[config.mk]
export PLATFORM = sky130hd
export DESIGN_NAME = pll_reset_seq
export DESIGN_NICKNAME = d
export VERILOG_FILES = /design/src/rtl/pll_reset_seq.sv
export SDC_FILE = /design/constraint.sdc
export NUM_CORES = 1
export LEC_CHECK = 0
export CAP_MARGIN = 20
export CORE_ASPECT_RATIO = 1.4
export CORE_MARGIN = 5
export CORE_UTILIZATION = 50
export DETAILED_ROUTE_END_ITERATION = 8
export PLACE_DENSITY = 0.74
export SYNTH_ARGS = -nofsm -noshare
export SYNTH_HDL_FRONTEND = slang
export SYNTH_SLANG_ARGS = --single-unit
[constraint.sdc]
create_clock -name clk -period 2.25 [get_ports clk]
set_clock_uncertainty 0.2 [all_clocks]
set_input_delay 0.3375 -clock clk [delete_from_list [all_inputs] [get_ports clk]]
set_output_delay 0.3375 -clock clk [all_outputs]
set_load 0.02 [all_outputs]
[src/rtl/pll_reset_seq.sv]
// PLL-lock driven reset sequencer.
// Synchronizes the raw PLL lock, waits for it to stay stable, then releases
// the core-logic reset, waits for RAM initialisation, then releases the RAM
// controller reset. Any loss of lock after leaving WAIT_LOCK restarts the
// sequence and is counted (saturating) and flagged with a one-cycle pulse.
// state_dbg exposes the FSM state for checkers and debug
// (0=WAIT_LOCK, 1=STABLE, 2=RAM_WAIT, 3=RUN).
module pll_reset_seq #(
  parameter int SYNC_STAGES = 2,
  parameter int LOCK_STABLE = 256,
  parameter int RAM_INIT    = 16200
) (
  input  logic       clk,
  input  logic       rst_n,
  input  logic       pll_lock,
  output logic       sys_rst_n,
  output logic       ram_rst_n,
  output logic       ready,
  output logic       lock_lost,
  output logic [7:0] lock_lost_cnt,
  output logic [1:0] state_dbg
);

  typedef enum logic [1:0] {
    WAIT_LOCK = 2'd0,
    STABLE    = 2'd1,
    RAM_WAIT  = 2'd2,
    RUN       = 2'd3
  } state_t;

  // Terminal counts; both parameters are bounded to 1..65535 so they fit 16 bits.
  localparam logic [15:0] STABLE_LAST = 16'(LOCK_STABLE - 1);
  localparam logic [15:0] RAM_LAST    = 16'(RAM_INIT - 1);

  logic [SYNC_STAGES-1:0] sync_q;
  logic                   lock_s;

  state_t      state_q, state_d;
  logic [15:0] cnt_q, cnt_d;
  logic        sys_d, ram_d, lost_d;
  logic [7:0]  lcnt_d;

  // Lock synchronizer: the only place pll_lock is sampled.
  always_ff @(posedge clk or negedge rst_n) begin
    if (!rst_n) sync_q <= '0;
    else        sync_q <= {sync_q[SYNC_STAGES-2:0], pll_lock};
  end

  assign lock_s    = sync_q[SYNC_STAGES-1];
  assign state_dbg = state_q;

  // Next-state and next-output logic; lock loss overrides any terminal count.
  always_comb begin
    state_d = state_q;
    cnt_d   = cnt_q;
    sys_d   = sys_rst_n;
    ram_d   = ram_rst_n;
    lost_d  = 1'b0;
    lcnt_d  = lock_lost_cnt;
    if (state_q != WAIT_LOCK && !lock_s) begin
      state_d = WAIT_LOCK;
      cnt_d   = '0;
      sys_d   = 1'b0;
      ram_d   = 1'b0;
      lost_d  = 1'b1;
      if (lock_lost_cnt != 8'd255) lcnt_d = lock_lost_cnt + 8'd1;
    end else begin
      case (state_q)
        WAIT_LOCK: begin
          if (lock_s) begin
            state_d = STABLE;
            cnt_d   = '0;
          end
        end
        STABLE: begin
          if (cnt_q == STABLE_LAST) begin
            state_d = RAM_WAIT;
            cnt_d   = '0;
            sys_d   = 1'b1;
          end else begin
            cnt_d = cnt_q + 16'd1;
          end
        end
        RAM_WAIT: begin
          if (cnt_q == RAM_LAST) begin
            state_d = RUN;
            ram_d   = 1'b1;
          end else begin
            cnt_d = cnt_q + 16'd1;
          end
        end
        RUN: begin
          state_d = RUN;
        end
        default: begin
          state_d = WAIT_LOCK;
          cnt_d   = '0;
        end
      endcase
    end
  end

  // State, counter and registered outputs; ready always tracks ram_rst_n.
  always_ff @(posedge clk or negedge rst_n) begin
    if (!rst_n) begin
      state_q       <= WAIT_LOCK;
      cnt_q         <= '0;
      sys_rst_n     <= 1'b0;
      ram_rst_n     <= 1'b0;
      ready         <= 1'b0;
      lock_lost     <= 1'b0;
      lock_lost_cnt <= '0;
    end else begin
      state_q       <= state_d;
      cnt_q         <= cnt_d;
      sys_rst_n     <= sys_d;
      ram_rst_n     <= ram_d;
      ready         <= ram_d;
      lock_lost     <= lost_d;
      lock_lost_cnt <= lcnt_d;
    end
  end

endmodule

; ---- Word level (Yosys, flattened, before mapping)
; Cells that the tools add are included.
[op_classes]
addsub = 2
n_eq_ne = 10
muxes = 17
reduce_logical = 14
[op_table]
columns = op, count
row1 = $mux W16, 4
row2 = $pmux W16 S3, 1
row3 = $add A16 B1 Y16 const B, 1
row4 = $eq A16 B14 Y1 const B, 1
row5 = $eq A16 B8 Y1 const B, 1
row6 = $ne A3 B3 Y1 const B, 4
row7 = $reduce_bool A2 Y1, 5
row8 = $add A8 B1 Y8 const B, 1
row9 = $mux W2, 4
row10 = $ne A8 B8 Y1 const B, 1
row11 = $pmux W2 S4, 1
row12 = $mux W1, 7
row13 = $reduce_and A2 Y1, 3
row14 = $reduce_and A3 Y1, 2
row15 = $eq A2 B2 Y1 const B, 2
row16 = $reduce_bool A4 Y1, 1
row17 = $eq A2 B1 Y1 const B, 1
row18 = $logic_not A2 Y1, 1
row19 = $logic_and A1 B1 Y1, 1
row20 = $logic_not A1 Y1, 1
[totals]
ff_bits = 31
inputBits = 3

; ---- Logic depth before layout (Yosys ltp)
[logic_depth]
depth_word = 4
ltp_mapped = 9
ltp_nobuf = 7

; ---- Worst setup path before layout
; No wires, ideal clock.
[synth_timing]
path_kind = reg-to-reg
from = register state_q[1] (netlist: state_dbg[1])
to = register lock_lost_cnt[5]
arrival_time_ps = 2199
path_slack_ps = -279
stages_incl_launch_ff = 9
path_buffers = 1
cell_sequence = dfrtp_1 -> inv_1 -> ha_1 -> or2_2 -> clkbuf_1 -> a31oi_1 -> and4_1 -> nand3_1 -> xnor2_1
[synth_between]
elab_chain_cells = 3
[synth_rtl]
columns = element, line
row1 = from (decl), 38  ; state_t state_q, state_d;
row2 = from (signal assigned), 114  ; state_q <= state_d;
row3 = $reduce_bool A2 Y1, 60  ; if (state_q != WAIT_LOCK && !lock_s) begin
row4 = $logic_and A1 B1 Y1, 60
row5 = $reduce_and A2 Y1 (no line), --
row6 = to (signal assigned), 120  ; lock_lost_cnt <= lcnt_d;
row7 = to (decl), 20  ; output logic [7:0] lock_lost_cnt,
; No other way between the ends.
; A chain may end at the register's enable or synchronous reset.

; ---- Worst setup path after layout
[layout_timing]
from = register cnt_q[13]
to = register state_q[1] (netlist: state_dbg[1])
[layout_between]
elab_chain_cells = 3
[layout_rtl]
columns = element, line
row1 = from (decl), 39  ; logic [15:0] cnt_q, cnt_d;
row2 = from (signal assigned), 115  ; cnt_q <= cnt_d;
row3 = $eq A16 B14 Y1 or $eq A16 B8 Y1 (tied branches), "85, 76"
row4 = $ne A3 B3 Y1 (no line), --
row5 = $reduce_and A3 Y1 (no line) (*), --
; Mark *: on every way between the ends. The rest lies on a longest branch, timed or not.

==> out/qor.yml <==
rows: 25
met1_usage: 0.2228
holdPathEnd: "sync_q[1]$_DFF_PN0_"
cts.sinks: 31
maxCapViolations: 0
utilization: 0.6699
grt_pass1_vias: 1610
die_w_um: 59.34
synth_nets: 181
period_share: 0.9819
cp_common_cell: "buf_4"
synth_cells: 173
cpPeakStageDelay_ps: 540
drtIter0Drc: 72
cts_made_buffers: 5
synth-seq-cells: 31
slew_viol_final: 0
clk_pin_slew_worst_paths_ps: 60
start_kind: "flop"
fill_cells: 260
cts_tree: "built"
synth_area_um2: 1704
clockBufferDepth: 2
grt_pass1_wl_mm: 7.120
grt-busiest-layer: "met2"
grt.overflow.total: 0
hpwl_mm: 3.102
antenna_cells: 0
synth_simple_gate_area_frac: 0.2159
grt_max_degree: 32
dr.pass1.iters: 4
cts-root-buf: "clkbuf_8"
synth_fa_ha_area_frac: 0.03671
synth-xor-area-share: 0.03598
syn_avg_cell_area_um2: 9.850
ys_seq_area_frac: 0.4552
drc: 0
p_leak_nw: 0.9957
placedCellCount: 249
endpoint_kind: "flop"
synth_ff_type: "dfrtp_1"
areaGrowthSynthToFinish_pct: 31.57
fmax_ghz: 0.4526
final-setup-viol-count: 0
postCtsHoldBufs: 0
wl_per_cell_um: 15.85
ys_async_sr_fraction: 1.000
fin_crit_ps: 2209
synth-edff-count: 0
routed_wl_mm: 4.105
hold_depth: 0
critPathTopFamily: "simple AND/OR/NAND/NOR gates"
r2r_cells: 7
vias: 1542
critPathRequiredTime_ps: 2200
crit_fanout: 4
slew_headroom: 0.6906
status: "completed"
coreArea_um2: 3347
vdd_drop_max_uv: 852.1
r2r_setup_slack_ps: 40
io_pins: 17
grt_antenna_before_repair: 0
synth_mux_area_frac: 0.006608
portBuffers: 16
viasPerCell: 5.954
fin_cells: 259
gr-usage-met2: 0.3381
ys_types: 45
drive_gt1_frac: 0.2237
grt.total_usage: 0.2005
gp_congestion: 0.8276
hold_violations: 0
ys_warn_count: 0
postRouteAntennaNets: 0
htree_levels: 2
grtUsageMet3: 0.04878
r2r-start: "cnt_q[13]$_DFFE_PN0P_"
timing.rr.end: "state_dbg[1]$_DFFE_PN0P_"
critPathKind: "flop to flop"
initial_core_util: 0.5092
cp.arrival_ps: 2160
hold_class: "flop to flop"
synth_compound_area_frac: 0.2232
cp_num_buf_inv: 2
nNetsFinal: 226
worstHoldStart: "sync_q[0]$_DFF_PN0_"
tightest_slew_ps: 462.0
die_h_um: 79.08
clkLatencyLatePin_ps: 280
synth_top_family_by_area: "compound AO/OA/AOI/OAI gates"
power.density_nw_per_um2: 1093
critical_path.cell_chain: "or4_4 -> nor4_4 -> buf_4 -> buf_4 -> nor2b_1 -> o31ai_1 -> a211oi_1"
slowest_stage: "or4_4"
dieArea_um2: 4692
==> placed cells by master, fill, tap and decap left out, types with 3 or more instances in the layout <==
master and instances:
nand2_1 16, a21oi_1 4, o21ai_1 5, dfrtp_1 29, a22o_1 10, nand3_1 10
a21o_1 5, nor2_1 13, clkbuf_8 7, inv_1 6, clkdlybuf4s50_1 16, o31ai_1 5
nand4_1 4, ha_1 4, buf_4 23, xnor2_1 5, nor3_1 4, and3_1 3
o21ai_0 8
==> flip-flops by register name, indices dropped and copies added (netlist names) <==
register and flops:
ready 1, sys_rst_n 1, lock_lost 1, lock_lost_cnt 8, sync_q 2, cnt_q 16
state_dbg 2
==> report_power, final <==
part | internal, W | switching, W | total (W)
Combinational | 0.000570 | 0.000677 | 0.00125
Sequential | 0.000648 | 0.0000829 | 0.000731
Clock | 0.000279 | 0.000195 | 0.000474
Total | 0.00150 | 0.000955 | 0.00245
==> worst reg2reg max path: cells and delay by family, from the launching register on <==
kind                   cells  cell delay, ps
AOI/OAI and AO/OA          2             360
buffers and inverters      2             300
DFF                        1             420
and+or+nand+nor            3             800
==> how the worst max path moves through the flow <==
stage	cells after the start	endpoint	startpoint
floorplan	8	lock_lost_cnt[7]$_DFFE_PN0P_	state_dbg[1]$_DFFE_PN0P_
global placement	5	cnt_q[13]$_DFFE_PN0P_	cnt_q[7]$_DFFE_PN0P_
detailed placement	6	cnt_q[5]$_DFFE_PN0P_	cnt_q[7]$_DFFE_PN0P_
CTS	5	cnt_q[13]$_DFFE_PN0P_	cnt_q[10]$_DFFE_PN0P_
global route	7	state_dbg[0]$_DFFE_PN0P_	cnt_q[14]$_DFFE_PN0P_
finish	7	state_dbg[1]$_DFFE_PN0P_	cnt_q[13]$_DFFE_PN0P_
==> logic make-up after synthesis <==
group	count (synthesis)
flip-flops	31
adder cells (fa/ha/maj)	5
AO/OA/AOI/OAI	52
AND/OR/NAND/NOR	68
multiplexers	1
XOR/XNOR	7
buffers and inverters	9
==> stage by stage <==
step	worst slack [ps]	TNS [ps]	power [W]	hold WS [ps]	instance area, um^2
finish	40.68	0	0.002451	157.5	2242
floorplan	20.41	0	0.001473	-158.1	1733
CTS	2.601	0	0.002391	161.9	2192
global route	-25.19	-50.26	0.002607	169.4	2242
global placement	50.90	0	0.001849	137.1	2092
detailed placement	1.498	0	0.001899	147.8	2092
==> timing repair <==
action	4_1_cts	5_1_grt
gates resized for setup	0	6
gates cloned	0	0
setup endpoints to repair	4	18
setup buffers	0	2
pin swaps	1	5
==> layout make-up <==
| cell class | instances | area [um^2] | area share |
|---|---|---|---|
| clock buffer | 8 | 100.1 | 0.04464 |
| inverter | 6 | 22.52 | 0.01004 |
| multi-input combinational | 133 | 935.9 | 0.4174 |
| sequential | 31 | 778.2 | 0.3471 |
| tap | 40 | 50.05 | 0.02232 |
| timing repair buffer | 41 | 355.3 | 0.1585 |
==> routing by layer <==
| metal | part of all wire | up-vias |
|---|---|---|
| li1 | - | 740 |
| met2 | 0.53 | 35 |
| met5 | 0 | - |
| met4 | 0.024 | 0 |
| met1 | 0.41 | 757 |
| met3 | 0.032 | 10 |
==> cells in the mapped netlist (all sizes together), types with 4 or more instances <==
library cell,count,area share
a21o,6,0.027
a21oi,5,0.017
a22o,10,0.051
dfrtp,31,0.46
ha,5,0.037
inv,6,0.013
nand2,17,0.037
nand3,10,0.029
nand4,4,0.015
nor2,14,0.032
nor3,4,0.012
o21ai,13,0.038
o31ai,6,0.035
xnor2,5,0.026
Power figures use the tool's default switching activity.
